`src/rtl/multicycle_control_fsm.sv`:
```
// ---------------------------------------------------------------------------
// multicycle_control_fsm
//
// Main control state machine of the multicycle RISC-V core. One shared ALU,
// one memory port and the register file are sequenced through fetch, decode,
// execute, memory and writeback steps. Every control output is a
// combinational function of the current state, Op, Zero and Mem_Ready; no
// output is registered.
//
// Ports:
//   clk         in   core clock, rising edge
//   rst         in   synchronous, active-high reset (forces Fetch, zeroes outputs)
//   Op[6:0]     in   opcode field from the instruction register
//   Zero        in   ALU zero flag (branch condition)
//   Mem_Ready   in   memory access completes this cycle
//   PC_Write    out  PC register enable
//   Adr_Src     out  memory address: 0 = PC, 1 = ALU result register
//   Mem_Write   out  memory write strobe
//   IR_Write    out  instruction register / OldPC enable
//   Result_Src  out  result mux: 00 ALUOut, 01 Data, 10 ALUResult
//   ALU_Src_A   out  ALU A: 00 PC, 01 OldPC, 10 rs1
//   ALU_Src_B   out  ALU B: 00 rs2, 01 Imm, 10 constant 4
//   ALU_Op      out  ALU decoder: 00 add, 01 subtract/compare, 10 funct fields
//   Reg_Write   out  register file write enable
//   Illegal_Op  out  one-cycle pulse when Decode sees an unsupported opcode
//   Instr_Done  out  one-cycle pulse on the last cycle of each instruction
// ---------------------------------------------------------------------------
module multicycle_control_fsm (
  input  logic       clk,
  input  logic       rst,
  input  logic [6:0] Op,
  input  logic       Zero,
  input  logic       Mem_Ready,
  output logic       PC_Write,
  output logic       Adr_Src,
  output logic       Mem_Write,
  output logic       IR_Write,
  output logic [1:0] Result_Src,
  output logic [1:0] ALU_Src_A,
  output logic [1:0] ALU_Src_B,
  output logic [1:0] ALU_Op,
  output logic       Reg_Write,
  output logic       Illegal_Op,
  output logic       Instr_Done
);

  // Encoding of Fetch; fixed so the reset target is always state 0.
  localparam logic [3:0] RESET_STATE = 4'd0;

  // Supported opcodes.
  localparam logic [6:0] OP_LOAD   = 7'b0000011;
  localparam logic [6:0] OP_STORE  = 7'b0100011;
  localparam logic [6:0] OP_RTYPE  = 7'b0110011;
  localparam logic [6:0] OP_ITYPE  = 7'b0010011;
  localparam logic [6:0] OP_JAL    = 7'b1101111;
  localparam logic [6:0] OP_BRANCH = 7'b1100011;

  // Mux-select encodings, named so the output table reads like the datapath.
  localparam logic [1:0] RES_ALUOUT = 2'b00;
  localparam logic [1:0] RES_DATA   = 2'b01;
  localparam logic [1:0] RES_ALURES = 2'b10;

  localparam logic [1:0] SRCA_PC    = 2'b00;
  localparam logic [1:0] SRCA_OLDPC = 2'b01;
  localparam logic [1:0] SRCA_RS1   = 2'b10;

  localparam logic [1:0] SRCB_RS2   = 2'b00;
  localparam logic [1:0] SRCB_IMM   = 2'b01;
  localparam logic [1:0] SRCB_FOUR  = 2'b10;

  localparam logic [1:0] ALUOP_ADD   = 2'b00;
  localparam logic [1:0] ALUOP_SUB   = 2'b01;
  localparam logic [1:0] ALUOP_FUNCT = 2'b10;

  // Encodings 11..15 are unused and recover to Fetch.
  typedef enum logic [3:0] {
    S_FETCH     = RESET_STATE,
    S_DECODE    = 4'd1,
    S_MEM_ADR   = 4'd2,
    S_MEM_READ  = 4'd3,
    S_MEM_WB    = 4'd4,
    S_MEM_WRITE = 4'd5,
    S_EXEC_R    = 4'd6,
    S_EXEC_I    = 4'd7,
    S_JAL       = 4'd8,
    S_ALU_WB    = 4'd9,
    S_BEQ       = 4'd10
  } state_t;

  state_t state;
  state_t state_next;

  // -------------------------------------------------------------------------
  // State register
  // -------------------------------------------------------------------------
  // NOTE: sequential state uses non-blocking assignment so every flop samples
  // values from before the edge, independent of process evaluation order.
  always_ff @(posedge clk) begin
    if (rst) begin
      state <= S_FETCH;
    end else begin
      state <= state_next;
    end
  end

  // -------------------------------------------------------------------------
  // Next-state logic
  // -------------------------------------------------------------------------
  // NOTE: every combinational output gets a default before the case so that
  // no path leaves it unassigned, which would otherwise infer a latch.
  always_comb begin
    state_next = S_FETCH;
    unique case (state)
      S_FETCH:     state_next = Mem_Ready ? S_DECODE : S_FETCH;
      S_DECODE: begin
        case (Op)
          OP_LOAD,
          OP_STORE:  state_next = S_MEM_ADR;
          OP_RTYPE:  state_next = S_EXEC_R;
          OP_ITYPE:  state_next = S_EXEC_I;
          OP_JAL:    state_next = S_JAL;
          OP_BRANCH: state_next = S_BEQ;
          default:   state_next = S_FETCH;   // illegal opcode abandons the instruction
        endcase
      end
      // Anything reaching MemAdr that is not a load is a store.
      S_MEM_ADR:   state_next = (Op == OP_LOAD) ? S_MEM_READ : S_MEM_WRITE;
      S_MEM_READ:  state_next = Mem_Ready ? S_MEM_WB : S_MEM_READ;
      S_MEM_WB:    state_next = S_FETCH;
      S_MEM_WRITE: state_next = Mem_Ready ? S_FETCH : S_MEM_WRITE;
      S_EXEC_R:    state_next = S_ALU_WB;
      S_EXEC_I:    state_next = S_ALU_WB;
      S_JAL:       state_next = S_ALU_WB;
      S_ALU_WB:    state_next = S_FETCH;
      S_BEQ:       state_next = S_FETCH;
      default:     state_next = S_FETCH;
    endcase
  end

  // Decode-time legality check, kept separate so the output table stays flat.
  logic op_supported;
  always_comb begin
    op_supported = 1'b0;
    case (Op)
      OP_LOAD, OP_STORE, OP_RTYPE, OP_ITYPE, OP_JAL, OP_BRANCH: op_supported = 1'b1;
      default: op_supported = 1'b0;
    endcase
  end

  // -------------------------------------------------------------------------
  // Output logic
  // -------------------------------------------------------------------------
  // Outputs are forced to zero while rst is high so write enables drop in the
  // same cycle reset is asserted, not one cycle later.
  always_comb begin
    PC_Write   = 1'b0;
    Adr_Src    = 1'b0;
    Mem_Write  = 1'b0;
    IR_Write   = 1'b0;
    Result_Src = RES_ALUOUT;
    ALU_Src_A  = SRCA_PC;
    ALU_Src_B  = SRCB_RS2;
    ALU_Op     = ALUOP_ADD;
    Reg_Write  = 1'b0;
    Illegal_Op = 1'b0;
    Instr_Done = 1'b0;

    if (!rst) begin
      unique case (state)
        S_FETCH: begin
          // PC+4 is computed every Fetch cycle; it only lands when memory is ready.
          Adr_Src    = 1'b0;
          ALU_Src_A  = SRCA_PC;
          ALU_Src_B  = SRCB_FOUR;
          ALU_Op     = ALUOP_ADD;
          Result_Src = RES_ALURES;
          IR_Write   = Mem_Ready;
          PC_Write   = Mem_Ready;
        end
        S_DECODE: begin
          // Branch target OldPC+Imm is computed speculatively into ALUOut.
          ALU_Src_A  = SRCA_OLDPC;
          ALU_Src_B  = SRCB_IMM;
          ALU_Op     = ALUOP_ADD;
          Illegal_Op = ~op_supported;
          Instr_Done = ~op_supported;
        end
        S_MEM_ADR: begin
          ALU_Src_A  = SRCA_RS1;
          ALU_Src_B  = SRCB_IMM;
          ALU_Op     = ALUOP_ADD;
        end
        S_MEM_READ: begin
          Adr_Src    = 1'b1;
          Result_Src = RES_ALUOUT;
        end
        S_MEM_WB: begin
          Result_Src = RES_DATA;
          Reg_Write  = 1'b1;
          Instr_Done = 1'b1;
        end
        S_MEM_WRITE: begin
          // The strobe is held for the whole stall; completion is Mem_Ready.
          Adr_Src    = 1'b1;
          Result_Src = RES_ALUOUT;
          Mem_Write  = 1'b1;
          Instr_Done = Mem_Ready;
        end
        S_EXEC_R: begin
          ALU_Src_A  = SRCA_RS1;
          ALU_Src_B  = SRCB_RS2;
          ALU_Op     = ALUOP_FUNCT;
        end
        S_EXEC_I: begin
          ALU_Src_A  = SRCA_RS1;
          ALU_Src_B  = SRCB_IMM;
          ALU_Op     = ALUOP_FUNCT;
        end
        S_JAL: begin
          // PC takes the target held in ALUOut while the ALU forms OldPC+4
          // for the link register write in ALUWB.
          ALU_Src_A  = SRCA_OLDPC;
          ALU_Src_B  = SRCB_FOUR;
          ALU_Op     = ALUOP_ADD;
          Result_Src = RES_ALUOUT;
          PC_Write   = 1'b1;
        end
        S_ALU_WB: begin
          Result_Src = RES_ALUOUT;
          Reg_Write  = 1'b1;
          Instr_Done = 1'b1;
        end
        S_BEQ: begin
          // rs1-rs2 sets Zero; the target computed in Decode is taken if equal.
          ALU_Src_A  = SRCA_RS1;
          ALU_Src_B  = SRCB_RS2;
          ALU_Op     = ALUOP_SUB;
          Result_Src = RES_ALUOUT;
          PC_Write   = Zero;
          Instr_Done = 1'b1;
        end
        default: begin
          // Unused encodings keep every output at its zero default.
        end
      endcase
    end
  end

endmodule

```
`config.mk`:
```
export PLATFORM = sky130hd
export DESIGN_NAME = multicycle_control_fsm
export DESIGN_NICKNAME = d
export VERILOG_FILES = /design/src/rtl/multicycle_control_fsm.sv
export SDC_FILE = /design/constraint.sdc
export NUM_CORES = 1
export LEC_CHECK = 0
export CELL_PAD_IN_SITES_DETAIL_PLACEMENT = 1
export CELL_PAD_IN_SITES_GLOBAL_PLACEMENT = 1
export CORE_MARGIN = 2
export CORE_UTILIZATION = 29
export DETAILED_ROUTE_END_ITERATION = 6
export GPL_TIMING_DRIVEN = 0
export HOLD_SLACK_MARGIN = 0.05
export PLACE_DENSITY_LB_ADDON = 0.12
export SYNTH_ARGS = -nofsm -noshare
export SYNTH_HDL_FRONTEND = slang
export SYNTH_SLANG_ARGS = --single-unit
```
`constraint.sdc`:
```
create_clock -name clk -period 2.1 [get_ports clk]
set_clock_uncertainty 0.05 [all_clocks]
set_input_delay 0.42 -clock clk [delete_from_list [all_inputs] [get_ports clk]]
set_output_delay 0.42 -clock clk [all_outputs]
set_load 0.02 [all_outputs]
```
==> results <==
how the worst max path moves through the flow:
stage,start,end,slack [ns],cells after the start
after global placement,rst,IR_Write,-0.64,5
after CTS,Op[2],Illegal_Op,0.007,5
after detailed placement,rst,IR_Write,-0.66,5
after global routing,state[3],Instr_Done,-0.002,6
final,rst,ALU_Src_B[1],0.09,5
after floorplan,rst,IR_Write,0.08,3
synth_stat cells, types with 2 or more instances:
cell type and count:
sky130_fd_sc_hd__nor4_1 5, sky130_fd_sc_hd__xnor2_1 2, sky130_fd_sc_hd__nand2_1 4, sky130_fd_sc_hd__o21ai_0 3, sky130_fd_sc_hd__nand3_1 3, sky130_fd_sc_hd__nand2b_1 5, sky130_fd_sc_hd__nor4b_1 3, sky130_fd_sc_hd__nor2_1 9
sky130_fd_sc_hd__a21oi_1 10, sky130_fd_sc_hd__nor2b_1 2, sky130_fd_sc_hd__nor3_1 7, sky130_fd_sc_hd__dfxtp_1 4, sky130_fd_sc_hd__buf_2 7
cell type report:
type	count	area [sq um]	share of cell area (%)
plain buffers	8	65.1	7.03
clock buffers	3	22.5	2.43
inverters	2	7.51	0.811
multi-input cells	72	489	52.8
flip-flops and latches	4	80.1	8.65
well taps	27	33.8	3.65
repair buffers	29	228	24.6
layer usage:
layer  wire length [microns]  track usage [%]  vias to the layer above
met5                       0                0                        -
met4                       0             2.86                        0
met3                      82             4.01                        0
met2                    1020             32.4                       22
met1                     911             22.3                      352
li1                        -                -                      386
stage by stage:
step	instances	util, %	setup slack [ns]	TNS (ns)	power (mW)
floorplan	86	-	0.0783	0	0.132
global placement	138	45.0	-0.635	-6.25	0.181
detailed placement	138	45.0	-0.661	-6.29	0.183
CTS	144	46.5	0.00707	0	0.281
global route	145	48.2	-0.00164	-0.00164	0.301
finish	145	48.2	0.0864	0	0.280
critical path, cell delays in order:
cell	delay (ns)
sky130_fd_sc_hd__dlygate4sd2_1	0.25
sky130_fd_sc_hd__clkbuf_8	0.16
sky130_fd_sc_hd__or2_4	0.25
sky130_fd_sc_hd__nor3_1	0.12
sky130_fd_sc_hd__dlygate4sd2_1	0.35
power by group:
part | switching (mW) | internal (mW)
sequential | 0.000858 | 0.0779
combinational | 0.0565 | 0.0497
clock | 0.0315 | 0.0639
total | 0.0888 | 0.192
logic make-up after synthesis:
group                  count (synthesis)
AO/OA/AOI/OAI                         23
buffers and inverters                 10
XOR/XNOR                               3
AND/OR/NAND/NOR                       46
flip-flops                             4
what timing repair did:
action	4_1_cts	5_1_grt
hold buffers	0	0
resized for setup	49	27
endpoints found under the setup margin	15	9
buffers inserted	3	1
pin swaps	3	2
gates cloned	0	0
==> flow_results.org <==
** Run status
- Outcome :: complete, no violations

** CTS
- H-tree depth :: 1
- CTS Root Cell :: sky130_fd_sc_hd__clkbuf_4
- Post-CTS clock slew at the launch and capture registers of the worst setup and hold paths :: 0.04 ns
- Number of buffers added by the clock tree synthesis step :: 3
- TritonCTS clock tree :: yes
- CTS saw 4 sinks.
- At the later pin of the worst-skew pair, clock insertion delay measures roughly 0.24 ns.
- The clock passes through at most 2 buffers.

** Logic synthesis
- Sequential elements use 13.8% of the synthesized area.
- Largest family of logic cells by synthesized area :: simple AND/OR/NAND/NOR gates
- Sorting the synthesized cells by area gives the leading types as sky130_fd_sc_hd__dfxtp_1, sky130_fd_sc_hd__a21oi_1, sky130_fd_sc_hd__buf_2.
- Yosys reg bits :: 4
- Primary flip-flop cell chosen by synthesis mapping :: sky130_fd_sc_hd__dfxtp_1
- After Yosys synthesis, full adders, half adders and majority gates account for 0% of the synthesized area.
- Post-synth net total :: 97
- In this run, synthesis inferred 0 flip-flops with an integrated enable.
- Summing the areas of all compound-gate instances in the mapped netlist gives about a quarter of the synthesized area.
- After synthesis, the largest area contributor takes up between 10 and 15% of total cell area.
- Number of warnings issued by yosys :: 0
- The synthesized netlist devotes between 4 and 5% of its cell area to XOR and XNOR gates.
- Mean Syn Cell Area :: 6.74 sq um
- In the synthesized netlist, the number of instances is 86.
- The biggest area contributor in the post-synthesis netlist is sky130_fd_sc_hd__dfxtp_1.
- Total standard cell area after synthesis :: 579 sq um
- Synthesized-area fraction occupied by and/or/nand/nor cells :: just under 50%
- Share of async-settable or async-resettable flops after synthesis :: 0%
- Netlist cell types :: 35
- Of the post-synthesis cell area, the part taken by muxes is 0%.

** Routing
- The detailed router placed 760 vias in this run.
- Dividing the detail-routed wire length by the instance count gives 13.9 microns.
- In this run, the number of DRC markers left after iteration 0 of detailed routing was 9.
- The first detailed-routing pass ran for 4 iterations.
- Post-detailed-route DRC marker count :: 0
- Wires add up to ~2 mm.
- Drt via density :: 5.24
- The count of nets left with antenna violations once routing finished came out at 0.

** Global routing
- The number of global-route vias before repair came to around 760.
- Remaining Overflow, GRT :: 0
- Overall global routing resource usage :: between 10% and 20%
- First-pass GRT wire length :: 3.39 mm
- Number of antenna violations at the first check in global routing :: 0
- Pin count of the biggest net entering global routing :: 11

** Setup path
- Endpoint of the worst register-to-register path :: state[1]
- STA puts the critical path data required time at about 1.6 ns.
- Along the worst path, the maximum fanout reaches 7.
- Critical path data arrival time :: 1.54 ns
- STA classifies the critical path startpoint as a primary input.
- The worst setup path is captured at an output port.
- Worst r2r path cells :: 5
- The worst register-to-register path begins at state[1].
- In this run the register-to-register setup slack is between 0.4 and 0.5 ns.
- Worst Path Class, Setup :: in2out

** STA
- Setup repair after global routing could not meet its margin everywhere.
- Measured against its own limit, the worst slew margin works out to between 70% and 80%.
- Post-route fraction of the period consumed by the critical path :: 95.9%
- Slew Limit Fails :: 0
- Final hold analysis gives a worst-case slack of between 0.6 and 0.7 ns.
- The routed design could run at a clock period as short as a little over 2 ns.
- The total count of hold-check failures in the final report came to 0.
- Maximum clock frequency :: approximately 500 MHz
- For the pin with the worst max-slew slack, the measured transition is 0.391 ns.
- Setup violations remaining at the end of the flow were counted as 0.

** Worst hold path
- In this run the worst hold path is classified as in2reg.
- For hold timing, the worst endpoint is state[2].
- Min-Delay Path Depth :: 3
- The startpoint identified for the worst hold timing path is Op[4].

** Layout
- More flip-flops sit in one register than any other, and that register is state.
- Non-Filler Cell Area, Final :: between 900 and 1000 sq um
- The number of antenna diodes in the final layout is 0.
- Ratio of cells with drive above 1 in the final layout :: a little under a third
- Number of fill cells in the layout :: ~270
- At the end of the flow, the number of nets in the layout was between 100 and 150.
- Most used cells in the layout excluding fill and tap cells :: sky130_fd_sc_hd__a21oi_1, sky130_fd_sc_hd__dlygate4sd2_1, sky130_fd_sc_hd__nor2_1
- The register with the most flip-flops in the layout has 4 of them.
- In the final layout, the registers with the most flip-flops are state x4.
- Layout-stage area growth over the synthesis result :: 59.8%

** Placed design
- After detailed placement, the total cell area comes to just under 900 sq um.
- The count of buffers added on input and output ports is 25.
- Routability-driven placement finished with a final weighted congestion of ~0.84.
- Summed over all nets, the half-perimeter wirelength after detailed placement is roughly 1.5 mm.

** Floorplanning
- Standard-cell row count :: 16
- 26 I/O pins were placed.
- The die is approximately 50 microns wide.
- Die boundary height :: 48.7 microns
- Effective utilization at floorplan :: a little under a third
- The die covers 2370 sq um.
- In this run the standard cell core region covers a little under 2000 sq um.

** Power
- For this design the ratio of total power to cell area is just over 300 nW/um^2.
- VDD sags by at most 0.279 mV.
- Leakage power summed over all cells :: 0.377 nW

** Run
- Max-cap viol count :: 0
Note: power is estimated with default switching activity, not from simulation.
